### src/rtl/rst_req_gen.sv
// Reset-request sequencer: drives a remote synchronizer's reset low and waits on its feedback.
// Optional macro RST_REQ_GEN_TIMEOUT_EN aborts a stuck wait state after TIMEOUT_CYCLES.
module rst_req_gen #(
  parameter int NUM_STAGES     = 2,
  parameter int HOLD_CYCLES    = 4,
  parameter int TIMEOUT_CYCLES = 64
) (
  input  logic clk,
  input  logic rst_n,
  input  logic rst_req,
  input  logic sync_rst_fb,
  output logic rst_out,
  output logic busy,
  output logic done,
  output logic timeout_err
);

  localparam int HOLD_W = $clog2(HOLD_CYCLES + 1);

  typedef enum logic [2:0] {
    IDLE      = 3'd0,
    ASSERT    = 3'd1,
    WAIT_LOW  = 3'd2,
    RELEASE   = 3'd3,
    WAIT_HIGH = 3'd4,
    FINISH    = 3'd5
  } state_t;

  state_t                state_reg, state_next;
  logic [NUM_STAGES-1:0] fb_sync_reg;
  logic                  fb_s;
  logic [HOLD_W-1:0]     hold_cnt_reg, hold_cnt_next;
  logic                  hold_done;
  logic                  rst_out_reg, rst_out_next;
  logic                  timeout_hit;

  generate
    if (NUM_STAGES < 2 || NUM_STAGES > 8 || HOLD_CYCLES < 1 || HOLD_CYCLES > 255 ||
        TIMEOUT_CYCLES < 2 || TIMEOUT_CYCLES > 1023) begin : g_bad_params
      $error("rst_req_gen: parameter out of legal range");
    end
  endgenerate

  // Feedback is asynchronous to clk; only the last stage is trusted.
  always_ff @(posedge clk or negedge rst_n) begin
    if (!rst_n) fb_sync_reg <= '0;
    else        fb_sync_reg <= {fb_sync_reg[NUM_STAGES-2:0], sync_rst_fb};
  end
  assign fb_s = fb_sync_reg[NUM_STAGES-1];

  assign hold_done = (hold_cnt_reg == HOLD_W'(HOLD_CYCLES - 1));

  always_comb begin
    hold_cnt_next = '0;
    if (state_reg == ASSERT && hold_cnt_reg != HOLD_W'(HOLD_CYCLES))
      hold_cnt_next = hold_cnt_reg + 1'b1;
  end

`ifdef RST_REQ_GEN_TIMEOUT_EN
  localparam int WAIT_W = $clog2(TIMEOUT_CYCLES + 1);

  logic [WAIT_W-1:0] wait_cnt_reg, wait_cnt_next;
  logic              timeout_err_reg, timeout_err_next;
  logic              in_wait;

  assign in_wait     = (state_reg == WAIT_LOW) || (state_reg == WAIT_HIGH);
  assign timeout_hit = in_wait && (wait_cnt_reg == WAIT_W'(TIMEOUT_CYCLES - 1));

  // Count restarts whenever the wait state is left or changes.
  always_comb begin
    wait_cnt_next = '0;
    if (in_wait && state_next == state_reg && wait_cnt_reg != WAIT_W'(TIMEOUT_CYCLES))
      wait_cnt_next = wait_cnt_reg + 1'b1;
    timeout_err_next = timeout_err_reg | (in_wait && state_next == IDLE);
  end

  always_ff @(posedge clk or negedge rst_n) begin
    if (!rst_n) begin
      wait_cnt_reg    <= '0;
      timeout_err_reg <= 1'b0;
    end else begin
      wait_cnt_reg    <= wait_cnt_next;
      timeout_err_reg <= timeout_err_next;
    end
  end

  assign timeout_err = timeout_err_reg;
`else
  assign timeout_hit = 1'b0;
  assign timeout_err = 1'b0;
`endif

  // Reset lands in ASSERT so a power-on sequence runs without a request.
  always_ff @(posedge clk or negedge rst_n) begin
    if (!rst_n) begin
      state_reg    <= ASSERT;
      hold_cnt_reg <= '0;
      rst_out_reg  <= 1'b0;
    end else begin
      state_reg    <= state_next;
      hold_cnt_reg <= hold_cnt_next;
      rst_out_reg  <= rst_out_next;
    end
  end

  always_comb begin
    state_next = state_reg;
    unique case (state_reg)
      IDLE:      if (rst_req) state_next = ASSERT;
      ASSERT:    if (hold_done) state_next = WAIT_LOW;
      WAIT_LOW: begin
        if (!fb_s)            state_next = RELEASE;
        else if (timeout_hit) state_next = IDLE;
      end
      RELEASE:   state_next = WAIT_HIGH;
      WAIT_HIGH: begin
        if (fb_s)             state_next = FINISH;
        else if (timeout_hit) state_next = IDLE;
      end
      FINISH:    state_next = IDLE;
      default:   state_next = IDLE;
    endcase
  end

  // rst_out is registered from the next state so it changes on the same edge as the state.
  always_comb begin
    rst_out_next = 1'b1;
    if (state_next == ASSERT || state_next == WAIT_LOW) rst_out_next = 1'b0;
    busy = (state_reg != IDLE);
    done = (state_reg == FINISH);
  end

  assign rst_out = rst_out_reg;

endmodule

### config.mk
export PLATFORM = sky130hd
export DESIGN_NAME = rst_req_gen
export DESIGN_NICKNAME = d
export VERILOG_FILES = /design/src/rtl/rst_req_gen.sv
export SDC_FILE = /design/constraint.sdc
export NUM_CORES = 1
export LEC_CHECK = 0
export BUFFER_PORTS_ARGS = -buffer_cell sky130_fd_sc_hd__buf_4
export CAP_MARGIN = 30
export CORE_AREA = 5 5 42 44
export CTS_BUF_LIST = sky130_fd_sc_hd__clkbuf_8
export CTS_CLUSTER_SIZE = 12
export DETAILED_ROUTE_END_ITERATION = 8
export DIE_AREA = 0 0 47 49
export PLACE_DENSITY = 0.56
export SLEW_MARGIN = 10
export SYNTH_ARGS = -nofsm -noshare
export SYNTH_HDL_FRONTEND = slang
export SYNTH_SLANG_ARGS = --single-unit
### constraint.sdc
create_clock -name clk -period 1.2 [get_ports clk]
set_input_delay 0.12 -clock clk [delete_from_list [all_inputs] [get_ports clk]]
set_output_delay 0.12 -clock clk [all_outputs]
set_load 0.005 [all_outputs]
==> results of run 1 <==
cell type report:
| cell class | instances | area share [%] |
|---|---|---|
| Clock buffer | 3 | 6.846 |
| Multi-Input combinational cell | 26 | 32.78 |
| Timing Repair Buffer | 11 | 14.52 |
| Tap cell | 16 | 3.320 |
| Clock inverter | 1 | 0.8299 |
| Inverter | 5 | 3.942 |
| Sequential cell | 9 | 37.76 |
layer usage:
metal | part of all wire (%) | GRT usage (%) | vias to the layer above | wire (um)
li1 | - | - | 159 | -
met1 | 38 | 7.937 | 152 | 315
met2 | 51 | 14.25 | 8 | 423
met3 | 6.9 | 5.535 | 3 | 57
met4 | 3.0 | 5.530 | 0 | 25
met5 | 0 | 0 | - | 0
timing repair:
item	in CTS	in global routing
pin swaps	0	3
hold endpoints to repair	10	0
setup endpoints to repair	3	7
resized for setup	7	2
hold buffers	2	0
buffers inserted	2	0
metrics by stage:
| step | instances | power [uW] | setup TNS [ps] | area (sq um) |
|---|---|---|---|---|
| 2_1_floorplan | 42 | 855.5 | 0 | 429.2 |
| 3_5_place_dp | 63 | 1012 | -47.25 | 483.0 |
| 4_1_cts | 71 | 1492 | -20.94 | 590.6 |
| 3_3_place_gp | 63 | 999.9 | -53.60 | 483.0 |
| 5_1_grt | 71 | 1620 | -239.2 | 603.1 |
| 6_report | 71 | 1505 | -23.81 | 603.1 |
layout by cell type, fill, tap and decap left out, types with 2 or more instances in the layout:
| cell | instances |
|---|---|
| a211o_1 | 2 |
| buf_4 | 9 |
| clkbuf_8 | 3 |
| dfrtp_1 | 7 |
| dlygate4sd3_1 | 2 |
| inv_1 | 4 |
| nand2_1 | 3 |
| nor2_1 | 5 |
| nor2_2 | 2 |
where the power goes:
part	switching [uW]	internal (uW)	total, uW
Clock	126	227	352
Sequential	104	427	531
Combinational	292	329	621
Total	522	983	1500
worst max-delay path, stage by stage (launching register included):
cell and delay [ps]:
dfrtp_2 450, nand2b_1 200, nor2_2 90, buf_4 110
final timing paths:
check | start | end | depth (start not counted)
setup / recovery | state_reg[1] | done | 3
hold / removal | rst_n | rst_out | 2
setup reg to reg | hold_cnt_reg[1] | state_reg[1] | 5
hold reg to reg | fb_sync_reg[0] | fb_sync_reg[1] | 0
max in group asynchronous | rst_n | state_reg[0] | 2
min in group clk | rst_req | rst_out | 3
cells by family (layout without fill, tap and decap cells):
| logic type | count (synthesis) | after routing | share of synthesized area, % |
|---|---|---|---|
| other cells | 1 | 1 | 0.8789 |
| fa+ha+maj | 3 | 3 | 8.799 |
| flops | 9 | 9 | 53.08 |
| buf+inv | 7 | 20 | 9.089 |
| compound gates | 5 | 5 | 7.917 |
| simple gates | 17 | 17 | 20.23 |
==> flow_summary.toml, run 1 <==
[timing]
period_needed_ps = 1210
max_freq_ghz = 0.8264
setup_viol = 3
finalClockSkew_ps = 2.203
hold_ws_ps = 241.4
drv_slew = 0
rsz0062_at_grt = "yes"
setup_slack_ps = -10.12
post-route-period-util_pct = 100.8
hold_violations = 0

[floorplan]
dieArea_sq_um = 2303
die_x_um = 47
core_sq_um = 1401
num_rows = 14
initial_core_util_pct = 30.45
num_io_pins = 8
die_h_um = 49

[hold_path]
worstHoldPathType = "in -> async"

[grt]
grt_start_max_net_pins = 10
grt_pass1_wl_um = 1366
track_usage_pct = 8.890
overflow = 0
grt_pass1_vias = 346
grt_antenna_before_repair = 0

[cells_and_area]
diodes = 0
syn2layout_area_growth_pct = 41.35
final_nets = 63
nFillCells = 145
fin_util_pct = 43.04
drive_above_1_share_pct = 43.64
regArea_sq_um = 227.7
multi_input_area_sq_um = 197.7

[critical_path]
critical_path_class = "reg -> out"
crit_path_max_fanout = 8
critPathArrivalTime_ps = 1090
crit_path_end_kind = "output port"
critPathRequiredTime_ps = 1080
r2r_slack_ps = -10
crit_path_start_kind = "register"

[routing]
drt-initial-drc-count = 2
wirelength_um = 822
wl_per_cell_um = 11.58
vias_per_cell = 4.535
dr.pass1.iters = 3
via_count = 322
antenna_left = 0
drc = 0

[yosys]
ys_ff_latch = 9
synth.top_cell.area_share_pct = 46.92
ys_top_cells_by_count = "8 x dfrtp_1, 7 x nor2_1, 4 x inv_1"
synth_area_leader_cell = "dfrtp_1"
synth_ff_type = "dfrtp_1"
yosysMostFrequentCell = "dfrtp_1"
postSynthCellCount = 42
syn_nets = 49
ys_types = 20
syn_area_per_cell_sq_um = 10.16
synth.top_cells.by_area = "dfrtp_1 47%, ha_1 8.8%, dfstp_2 6.2%, nor2_1 6.2%, a211o_1 4.1%"
synth_edf_count = 0
async_flop_share_pct = 100.0
synth_seq_area_share_pct = 53.08
synthesis.area_sq_um = 426.7
ys_warn_count = 0

[power]
p_per_area_nw_per_um2 = 2495
vdd_drop_max_uv = 969.9
leakage_uw = 0.0002952

[place]
pre_cts_slack_ps = -47.25
gp_congestion = 0.7056
port-buffer-count = 6
dp_hpwl_um = 580.2

[clocking]
cts_tree = "built"
htreeDepth = 1
clk_pin_slew_ps = 50
root_buffer = "clkbuf_8"
cts_buffers = 3
clk_path_buf_depth = 2
clk_latency_ps = 240
cts_num_sinks = 9

[run_status]
failed_checks = "setup timing"
status = "finished with violations"

[job]
drv_cap = 0
Power figures use the tool's default switching activity.
==> run 2: changes to the inputs <==
--- a/config.mk
+++ b/config.mk
@@ -6,12 +6,12 @@
 export NUM_CORES = 1
 export LEC_CHECK = 0
 export BUFFER_PORTS_ARGS = -buffer_cell sky130_fd_sc_hd__buf_4
-export CAP_MARGIN = 30
+export CAP_MARGIN = 20
 export CORE_AREA = 5 5 42 44
-export CTS_BUF_LIST = sky130_fd_sc_hd__clkbuf_8
 export CTS_CLUSTER_SIZE = 12
 export DETAILED_ROUTE_END_ITERATION = 8
 export DIE_AREA = 0 0 47 49
+export GPL_ROUTABILITY_DRIVEN = 0
 export PLACE_DENSITY = 0.56
 export SLEW_MARGIN = 10
 export SYNTH_ARGS = -nofsm -noshare
==> run 2 against run 1 <==
The run now ends clean; clock power shrank 36%; worst hold slack got worse by 24 ps; sequential cell count did not move; non-clock buffer count up 6; first-iteration DRC count grew 50%; die area did not move; critical path type unchanged.
==> flow_summary.toml, run 2 (synthesized netlist as in run 1, its figures left out) <==
[routing]
wl_per_cell_um = 11.10
antenna_left = 0
dr.pass1.iters = 4
wirelength_um = 855
via_count = 348
vias_per_cell = 4.519
drt-initial-drc-count = 3
drc = 0

[critical_path]
slowest_stage = "dfrtp_2"
crit_path_max_fanout = 6
r2r_slack_ps = 20
slowest_delay_ps = 450
crit_path_start_kind = "register"
rr_endpoint = "state_reg[0]"
r2r_cells = 4
crit_chain = "nand2b_4, nor2_2, buf_4"
critical_path_class = "reg -> out"
r2r-start = "state_reg[0]"
critPathArrivalTime_ps = 1070
critPathRequiredTime_ps = 1080
crit_path_end_kind = "output port"

[cells_and_area]
final_nets = 69
final_cell_mix = "14 x buf_4, 6 x dfrtp_1, 5 x nor2_1"
fin_util_pct = 46.16
final_common_cell = "buf_4"
drive_above_1_share_pct = 52.46
diodes = 0
final_cell_area_sq_um = 646.9
syn2layout_area_growth_pct = 51.61

[power]
combPwrFrac_pct = 51.2
vdd_drop_max_uv = 1150
leakage_uw = 0.0003214
p_sw_share_pct = 34.97
totalPowerFinal_uw = 1551
clkPwrFrac_pct = 14.6
netSwitchingPower_uw = 542.6
intPower_uw = 1009
share_seq_of_total_power_pct = 34.1
p_per_area_nw_per_um2 = 2398

[place]
dp_hpwl_um = 580.2
place_area_sq_um = 483.0
port-buffer-count = 6

[clocking]
clk_path_buf_depth = 2
clk_latency_ps = 260
clk_pin_slew_ps = 60
root_buffer = "clkbuf_4"
htreeDepth = 1
cts_num_sinks = 9
cts_buffers = 3
cts_tree = "built"

[hold_path]
worstHoldPathType = "in -> async"

[floorplan]
num_rows = 14
die_h_um = 49
initial_core_util_pct = 30.45
die_x_um = 47
core_sq_um = 1401
num_io_pins = 8
dieArea_sq_um = 2303

[timing]
fin_setup_tns_ps = 0
setup_viol = 0
max_freq_ghz = 0.8395
hold_violations = 0
period_needed_ps = 1191
rsz0062_at_grt = "yes"
drv_slew = 0
post-route-period-util_pct = 99.27
finalClockSkew_ps = 1.736

[grt]
track_usage_pct = 9.033
overflow = 0
grt_antenna_before_repair = 0
grt_pass1_vias = 371
grt_start_max_net_pins = 10
grt_pass1_wl_um = 1455

[run_status]
status = "finished clean"

[job]
drv_cap = 0
==> run 2: timing repair <==
item / in CTS / in global routing
endpoints found under the hold margin: 10 / 0
setup endpoints to repair: 3 / 7
hold buffers: 2 / 0
pin swaps: 5 / 2
setup buffers: 6 / 2
gates resized for setup: 10 / 3
gates cloned: 0 / 0
==> run 2: metrics by stage <==
| step | setup slack (ps) | hold WS, ps | instances |
|---|---|---|---|
| 3_5_place_dp | -47.25 | -51.57 | 63 |
| 4_1_cts | -0.1265 | 210.2 | 75 |
| 2_1_floorplan | 15.55 | -175.6 | 42 |
| 3_3_place_gp | -53.60 | -53.87 | 63 |
| 5_1_grt | -50.40 | 223.3 | 77 |
| 6_report | 8.793 | 217.7 | 77 |
==> run 2: cell type report <==
type | instances | area [sq um]
clock inverters | 1 | 5.005
inverters | 5 | 23.77
clock buffers | 3 | 22.52
multi-input cells | 26 | 210.2
repair buffers | 17 | 136.4
flip-flops and latches | 9 | 229.0
well taps | 16 | 20.02
fillers | 137 | 754.5
==> run 2: worst max path at each step <==
stage,to,slack (ps),startpoint,depth (start not counted)
after floorplan,state_reg[1],20,hold_cnt_reg[0],5
after global placement,state_reg[1],-50,hold_cnt_reg[0],5
after detailed placement,state_reg[1],-50,hold_cnt_reg[0],5
after CTS,state_reg[1],-0.1,hold_cnt_reg[1],5
after global routing,done,-50,state_reg[1],3
final,done,9,state_reg[1],3
==> run 2: power groups by stage <==
stage                     combinational [uW]  clock, uW  sequential [uW]
after floorplan                          365          0              491
after global placement                   464          0              536
after detailed placement                 473          0              539
after CTS                                724        239              522
after global routing                     879        257              546
final                                    795        227              530
==> run 2: routing by layer <==
layer	vias up	global-route usage [%]	wire length [um]
li1	172	-	-
met1	166	8.844	338
met2	8	15.16	449
met3	2	5.535	56
met4	0	2.765	11
met5	-	0	0
==> run 2: worst max-delay path, delay by kind of cell (launching register included) <==
family / cells / cell delay [ps]
buf+inv: 1 / 100
flops: 1 / 450
simple gates: 2 / 260
